[src/rtl/harness_rseq_pkg.sv]
// Shared types and helpers for the harness reset sequencer.
package harness_rseq_pkg;

  typedef enum logic [2:0] {
    IDLE      = 3'd0,
    LOCK_WAIT = 3'd1,
    POR       = 3'd2,
    STAGGER   = 3'd3,
    RUN       = 3'd4,
    PASS      = 3'd5,
    TIMEOUT   = 3'd6
  } rseq_state_t;

  // Counter widths at or above this cannot overflow any int-sized cycle count.
  localparam int RSEQ_CNT_W_SAFE = 63;

  // True when a CNT_W-bit counter can hold every cycle count the sequencer loads.
  function automatic bit rseq_cnt_w_ok(int w, longint por, longint stg, longint tmo);
    longint mx;
    longint one;
    mx  = por;
    one = 1;
    if (stg > mx) mx = stg;
    if (tmo > mx) mx = tmo;
    return (w >= RSEQ_CNT_W_SAFE) || ((one << w) > mx);
  endfunction

endpackage

[src/rtl/harness_reset_sequencer_countdown.sv]
// rseq_countdown: loadable down-counter that parks at zero and flags it.
module rseq_countdown
  import harness_rseq_pkg::*;
#(
  parameter int CNT_W = 32
) (
  input  logic             i_clk,
  input  logic             i_reset,
  input  logic             i_load,
  input  logic [CNT_W-1:0] i_load_val,
  output logic             o_zero
);

  logic [CNT_W-1:0] r_cnt;

  // Load wins; otherwise count down and stay at zero (never wraps).
  always_ff @(posedge i_clk) begin
    if (i_reset)            r_cnt <= '0;
    else if (i_load)        r_cnt <= i_load_val;
    else if (r_cnt != '0)   r_cnt <= r_cnt - 1'b1;
  end

  assign o_zero = (r_cnt == '0);

endmodule

[src/rtl/harness_reset_sequencer.sv]
// harness_reset_sequencer: staged multi-domain reset release after clock lock,
// followed by run supervision. Define RSEQ_WDOG_EN to build the RUN watchdog;
// without it RUN waits indefinitely for run_done and timeout stays 0.
module harness_reset_sequencer
  import harness_rseq_pkg::*;
#(
  parameter int N_CH        = 4,
  parameter int POR_CYC     = 16,
  parameter int STAGGER_CYC = 8,
  parameter int TIMEOUT_CYC = 1000000,
  parameter int CNT_W       = 32
) (
  input  logic            i_clock,
  input  logic            i_reset,
  input  logic            i_pll_locked,
  input  logic            i_sw_rst_req,
  input  logic            i_run_done,
  output logic [N_CH-1:0] o_rst_out,
  output logic            o_all_released,
  output logic            o_timeout,
  output logic            o_passed,
  output logic [2:0]      o_state
);

  localparam int IDX_W = (N_CH > 1) ? $clog2(N_CH) : 1;
  localparam logic [IDX_W-1:0] LAST_IDX = IDX_W'(N_CH - 1);
  localparam logic [CNT_W-1:0] POR_LOAD = CNT_W'(POR_CYC - 1);
  localparam logic [CNT_W-1:0] STG_LOAD = CNT_W'(STAGGER_CYC - 1);
`ifdef RSEQ_WDOG_EN
  localparam logic [CNT_W-1:0] RUN_LOAD = CNT_W'(TIMEOUT_CYC - 1);
`else
  localparam logic [CNT_W-1:0] RUN_LOAD = '0;
`endif

  if (!rseq_cnt_w_ok(CNT_W, POR_CYC, STAGGER_CYC, TIMEOUT_CYC)) begin : g_bad_cnt_w
    $error("harness_reset_sequencer: CNT_W too narrow for POR/STAGGER/TIMEOUT");
  end

  rseq_state_t      r_state, w_state_nxt;
  logic [N_CH-1:0]  r_rst_out, w_rst_nxt;
  logic [IDX_W-1:0] r_idx, w_idx_nxt;
  logic             r_timeout, w_timeout_nxt;
  logic             r_passed, w_passed_nxt;
  logic             w_load, w_zero, w_abort;
  logic [CNT_W-1:0] w_load_val;

  rseq_countdown #(.CNT_W(CNT_W)) u_cnt (
    .i_clk      (i_clock),
    .i_reset    (i_reset),
    .i_load     (w_load),
    .i_load_val (w_load_val),
    .o_zero     (w_zero)
  );

  // State and registered outputs.
  always_ff @(posedge i_clock) begin
    if (i_reset) begin
      r_state   <= IDLE;
      r_rst_out <= '1;
      r_idx     <= '0;
      r_timeout <= 1'b0;
      r_passed  <= 1'b0;
    end else begin
      r_state   <= w_state_nxt;
      r_rst_out <= w_rst_nxt;
      r_idx     <= w_idx_nxt;
      r_timeout <= w_timeout_nxt;
      r_passed  <= w_passed_nxt;
    end
  end

  // Next-state, release sequencing, and counter reload on every state change.
  always_comb begin
    w_state_nxt   = r_state;
    w_rst_nxt     = r_rst_out;
    w_idx_nxt     = r_idx;
    w_timeout_nxt = r_timeout;
    w_passed_nxt  = r_passed;
    w_load        = 1'b0;
    w_load_val    = '0;
    w_abort       = !i_pll_locked || i_sw_rst_req;

    case (r_state)
      IDLE:      w_state_nxt = LOCK_WAIT;
      LOCK_WAIT: if (!w_abort) w_state_nxt = POR;
      POR: if (w_zero) begin
        w_rst_nxt[0] = 1'b0;
        w_idx_nxt    = IDX_W'(1);
        w_state_nxt  = (N_CH == 1) ? RUN : STAGGER;
      end
      STAGGER: if (w_zero) begin
        w_rst_nxt[r_idx] = 1'b0;
        if (r_idx == LAST_IDX) begin
          w_state_nxt = RUN;
        end else begin
          w_idx_nxt  = IDX_W'(r_idx + 1'b1);
          w_load     = 1'b1;
          w_load_val = STG_LOAD;
        end
      end
      RUN: begin
        // run_done on the final watchdog cycle still counts as a pass.
        if (i_run_done) begin
          w_state_nxt  = PASS;
          w_passed_nxt = 1'b1;
        end
`ifdef RSEQ_WDOG_EN
        else if (w_zero) begin
          w_state_nxt   = TIMEOUT;
          w_timeout_nxt = 1'b1;
        end
`endif
      end
      default: ;
    endcase

    // Lock loss or software request restarts the whole sequence.
    if (w_abort && r_state != IDLE && r_state != LOCK_WAIT) begin
      w_state_nxt   = LOCK_WAIT;
      w_rst_nxt     = '1;
      w_idx_nxt     = '0;
      w_timeout_nxt = 1'b0;
      w_passed_nxt  = 1'b0;
    end

    if (w_state_nxt != r_state) begin
      w_load = 1'b1;
      case (w_state_nxt)
        POR:     w_load_val = POR_LOAD;
        STAGGER: w_load_val = STG_LOAD;
        RUN:     w_load_val = RUN_LOAD;
        default: w_load_val = '0;
      endcase
    end
  end

  assign o_rst_out      = r_rst_out;
  assign o_all_released = (r_rst_out == '0);
  assign o_timeout      = r_timeout;
  assign o_passed       = r_passed;
  assign o_state        = r_state;

endmodule

[config.mk]
export PLATFORM = sky130hd
export DESIGN_NAME = harness_reset_sequencer
export DESIGN_NICKNAME = d
export VERILOG_FILES = /design/src/rtl/harness_rseq_pkg.sv /design/src/rtl/harness_reset_sequencer_countdown.sv /design/src/rtl/harness_reset_sequencer.sv
export SDC_FILE = /design/constraint.sdc
export NUM_CORES = 1
export LEC_CHECK = 0
export CORE_MARGIN = 1.5
export CORE_UTILIZATION = 34
export CTS_CLUSTER_SIZE = 10
export DETAILED_ROUTE_END_ITERATION = 8
export GPL_TIMING_DRIVEN = 0
export PLACE_DENSITY = 0.57
export SLEW_MARGIN = 25
export SYNTH_ARGS = -nofsm -noshare
export SYNTH_HDL_FRONTEND = slang
export SYNTH_SLANG_ARGS = --single-unit
[constraint.sdc]
create_clock -name i_clock -period 4.41 [get_ports i_clock]
set_input_delay 0.6615 -clock i_clock [delete_from_list [all_inputs] [get_ports i_clock]]
set_output_delay 0.6615 -clock i_clock [all_outputs]
set_load 0.03 [all_outputs]
-- Word-level counts from Yosys, hierarchy flattened
Cells that the tools add are included.
- register bits after elaboration: 42
- input bits: 5
- output and inout bits: 10
- logic and storage cells: 68
- $add $sub $neg: 2
- magnitude comparators: 2
- equal/unequal tests: 12
- multiplexer cells: 27
- bitwise logic cells: 2
- reduce and logical (&&, ||, !) cells: 17
- operator list (cell ; count):
    $mux 32 ; 5
    $logic_not 32->1 ; 1
    $reduce_bool 32->1 ; 1
    $sub 32x1->32 const B ; 1
    $mux 3 ; 7
    $pmux 3 s5 ; 1
    $eq 3x2->1 const B ; 4
    $pmux 4 s2 ; 1
    $mux 1 ; 7
    $mux 2 ; 3
    $and 4x4->4 ; 1
    $logic_not 4->1 ; 1
    $ne 2x1->1 const B ; 2
    $not 4->4 ; 1
    $pmux 2 s2 ; 1
    $reduce_and 2->1 ; 2
    $reduce_and 4->1 ; 1
    $reduce_bool 2->1 ; 2
    $eq 3x1->1 const B ; 1
    $eq 3x3->1 const B ; 1
    $logic_and 1x1->1 ; 3
    $logic_not 3->1 ; 1
    $lt 2x3->1 const B ; 1
    $ne 3x1->1 const B ; 1
    other kinds (12) ; 12

-- Longest topological paths before layout
- depth after elaboration: 9
- gate-level depth with buffers: 8
- depth with buffers taken out: 7

-- Modules after synthesis
From an unflattened synthesis, not the netlist that was laid out.
- cells, all modules: 279
- area, all modules: 2437.3 µm²
- modules (own cells, without submodules) (module ; instances ; cells each ; area each (µm²) ; seq. area each (µm²)):
    rseq_countdown ; 1 ; 210 ; 1834.3 ; 640.6
    harness_reset_sequencer ; 1 ; 69 ; 603.1 ; 200.2

-- Worst setup path before layout
OpenSTA, ideal clock, no wires.
- kind: register to register
- from: register u_cnt.r_cnt[0]
- to: register u_cnt.r_cnt[17]
- setup time: 115 ps
- data arrival time: 2530 ps
- data required time: 4295 ps
- setup slack: 1765 ps
- stages on the path, launching flop included: 9
- buffers on the path: 1
- period minus slack after synthesis: 2645 ps
- cell sequence: dfxtp_1 -> inv_1 -> ha_1 -> or4b_2 -> or4_1 -> a2111oi_2 -> buf_2 -> nor3_1 -> o21ba_1
- word-level cells in the longest chain between the ends: 7
- elaborated cells between the ends (all ways): 15
- those cells by class: add/sub: 1; eq/ne: 1; mux: 10; reduce/logical: 3
- RTL lines (item ; line ; text):
    from (decl) ; harness_reset_sequencer_countdown.sv:14 ; logic [CNT_W-1:0] r_cnt;
    from (signal assigned) ; harness_reset_sequencer_countdown.sv:19 ; else if (i_load) r_cnt <= i_load_val;
    from (signal assigned) ; harness_reset_sequencer_countdown.sv:20 ; else if (r_cnt != '0) r_cnt <= r_cnt - 1'b1;
    $logic_not 32->1 ; harness_reset_sequencer_countdown.sv:23 ; assign o_zero = (r_cnt == '0);
    $mux 3, on equally long branches ; harness_reset_sequencer.sv:91, harness_reset_sequencer.sv:86 ;
    $pmux 3 s5 ; harness_reset_sequencer.sv:83 ; case (r_state)
    $mux 3 ; harness_reset_sequencer.sv:118 ; if (w_abort && r_state != IDLE && r_state != LOCK_WAIT) begin
    $ne 3x3->1 ; harness_reset_sequencer.sv:126 ; if (w_state_nxt != r_state) begin
    $mux 32 / $mux 1 (equally long branches) ; harness_reset_sequencer.sv:126 ;
    $mux 32 / $reduce_bool 2->1 (equally long branches) ; - ;
Several ways; a longest one is shown, not always the timed one. The select of a mux whose other input is x is not followed.
A chain may end at the register's enable or synchronous reset.

-- Worst setup path after layout
- from: register u_cnt.r_cnt[0]
- to: register u_cnt.r_cnt[21]
The elaborated chain is that of the path after synthesis.

==> flow_summary_export.csv <==
group,metric,value,unit
logic_synthesis,seq_area_frac_synth,0.364,
worst_setup_path,crit_arrival,3620,ps
drt,vias,2127,
drt,routed_wl,5480,µm
layout,antennaDiodeCount,0,
floorplanning,dieArea,7300,µm²
layout,fin_util,0.406,
clocking,cts_root_buffer,"clkbuf_8",
drt,wire_per_inst,14.9,µm
logic_synthesis,ys.flop_type,"dfxtp_1",
worst_setup_path,r2r-end,"u_cnt.r_cnt[21]",
drt,wl_met2,2490,µm
drt,routed-wl-met3,298,µm
run_status,status,"completed",
sta,slew_viol_final,0,
logic_synthesis,ys_async_sr_fraction,0,
sta,worstMarginPinSlew,959,ps
logic_synthesis,yosysWarnings,0,
floorplanning,ios,15,
hold_path,hold_path_class,"register to register",
floorplanning,die_h,85.5,µm
clocking,cts_tree,"done",
layout,area_growth_syn_to_layout,13.4,%
clocking,clockBufferDepth,2,
floorplanning,initial_core_util,0.358,
global_routing,grt_max_degree,12,
sta,fmax,0.291,GHz
clocking,h-tree-depth,2,
logic_synthesis,ys_types,54,
floorplanning,core-area,6460,µm²
layout,final_cell_mix,"dfxtp_1 (42), a21oi_1 (25), or3_1 (18)",
logic_synthesis,synth_edf_count,0,
drt,antenna_left,0,
sta,setup_viol,0,
place,gp_congestion,0.797,
clocking,post_cts_resized,0,
sta,period_needed,3440,ps
sta,finalCritPeriodShare,0.780,
worst_setup_path,path_class,"register to register",
worst_setup_path,r2r_slack,970,ps
drt,drc,0,
hold_path,hp-start,"u_cnt.r_cnt[11]",
place,place_area,2540,µm²
clocking,post_cts_buffers,0,
layout,nets,303,
layout,final_common_cell,"dfxtp_1",
layout,drive_gt1_frac,0.0825,
logic_synthesis,synth-seq-cells,42,
clocking,cts.sinks,42,
sta,skew,6.98,ps
drt,wl_met1,2660,µm
worst_setup_path,path_max_fanout,10,
drt,drt_iter0_drc,101,
drt,viasPerCell,5.78,
logic_synthesis,syn-num-nets,283,
floorplanning,die_w,85.5,µm
worst_setup_path,setup.worst_path.start_class,"register",
logic_synthesis,synth_cells,272,
hold_path,hold_end,"u_cnt.r_cnt[11]",
sta,finalSetupTns,0,ps
global_routing,grt_pass1_vias,1927,
job,drv_cap,0,
place,dp_hpwl,3980,µm
clocking,clock_latency,300,ps
worst_setup_path,crit_required,4590,ps
place,port_buffers,13,
clocking,postCtsHoldBufs,0,
floorplanning,rows,29,
sta,slew_headroom,0.356,
global_routing,grt_pass1_wl,9370,µm
logic_synthesis,synth_area,2310,µm²
sta,hold_viol,0,
sta,rsz0062_at_grt,"false",
global_routing,antenna_found_initial,0,
global_routing,grt.overflow.total,0,
clocking,clk_pin_slew,80,ps
logic_synthesis,avgSynthCellArea,8.50,µm²
layout,final_cell_area,2620,µm²
worst_setup_path,cp-end-kind,"register",
clocking,cts_made_buffers,5,
drt,top_layer,"met4",
hold_path,whs_path_depth,2,
drt,firstDrtPassIters,4,
worst_setup_path,reg2reg_from,"u_cnt.r_cnt[0]",
global_routing,gr-usage-all-layers,0.159,
layout,n_fill_cell,680,
worst_setup_path,rr_worst_depth,8,
==> synthesized netlist by cell type, types with 5 or more instances <==
master / n / area, µm²
dfxtp_1: 42 / 841
a21oi_1: 25 / 125
or3_1: 18 / 113
nor2_1: 17 / 63.8
o21ai_0: 16 / 80.1
or4_1: 16 / 120
nand2_1: 13 / 48.8
nand3_1: 11 / 55.1
o31ai_1: 10 / 75.1
inv_1: 7 / 26.3
nor3_1: 7 / 35.0
ha_1: 6 / 75.1
nor4_1: 6 / 37.5
clkbuf_1: 5 / 18.8
==> per-stage QoR <==
step | std cells | hold slack [ps] | setup slack (ps)
2_1_floorplan | 272 | 442 | 1770
3_3_place_gp | 362 | 461 | 999
3_5_place_dp | 362 | 457 | 996
4_1_cts | 368 | 479 | 980
5_1_grt | 368 | 512 | 692
6_report | 368 | 479 | 972
==> flip-flops by register name, indices dropped and copies added, names as in the netlist <==
signal / flops
o_rst_out: 4
o_passed: 1
u_cnt.r_cnt: 32
o_state: 3
r_idx: 2
==> critical path, stage by stage, from the launching register on <==
cell      delay [ps]
dfxtp_1          330
inv_1            110
ha_1             180
or4b_2           640
nor4_2           630
nand4_1          410
nand3b_1         590
buf_2            360
a21oi_1           70
==> cell families after synthesis <==
logic type	after synthesis	synth area share
XOR/XNOR	7	0.0265
AO/OA/AOI/OAI	74	0.201
multiplexers	3	0.0135
AND/OR/NAND/NOR	121	0.325
other	1	0.00162
buffers and inverters	18	0.0363
adder cells (fa/ha/maj)	6	0.0325
flip-flops	42	0.364
==> layer usage <==
layer	vias up	GRT usage
met5	-	0
met1	998	0.227
li1	1081	-
met2	43	0.245
met3	5	0.0370
met4	0	0.0352
==> worst max-delay path by stage <==
stage	startpoint	to	slack [ps]	depth (start not counted)
final	u_cnt.r_cnt[0]	u_cnt.r_cnt[21]	970	8
after floorplan	u_cnt.r_cnt[0]	u_cnt.r_cnt[17]	1770	8
after CTS	u_cnt.r_cnt[0]	u_cnt.r_cnt[21]	980	8
after global routing	u_cnt.r_cnt[0]	u_cnt.r_cnt[26]	690	8
after global placement	u_cnt.r_cnt[0]	u_cnt.r_cnt[24]	1000	8
after detailed placement	u_cnt.r_cnt[0]	u_cnt.r_cnt[26]	1000	8
==> layout make-up <==
class                      count  area [µm²]  area share
multi-input combinational    212        1390       0.529
sequential                    42         841       0.321
timing repair buffer          13         130      0.0496
tap                           77        96.3      0.0368
clock buffer                   6        82.6      0.0315
buffer                        11        57.6      0.0220
inverter                       7        26.3      0.0100
Power is left out: the tool's default activity adds up to more than one toggle a clock period on the data nets, which glitch-free logic cannot reach.
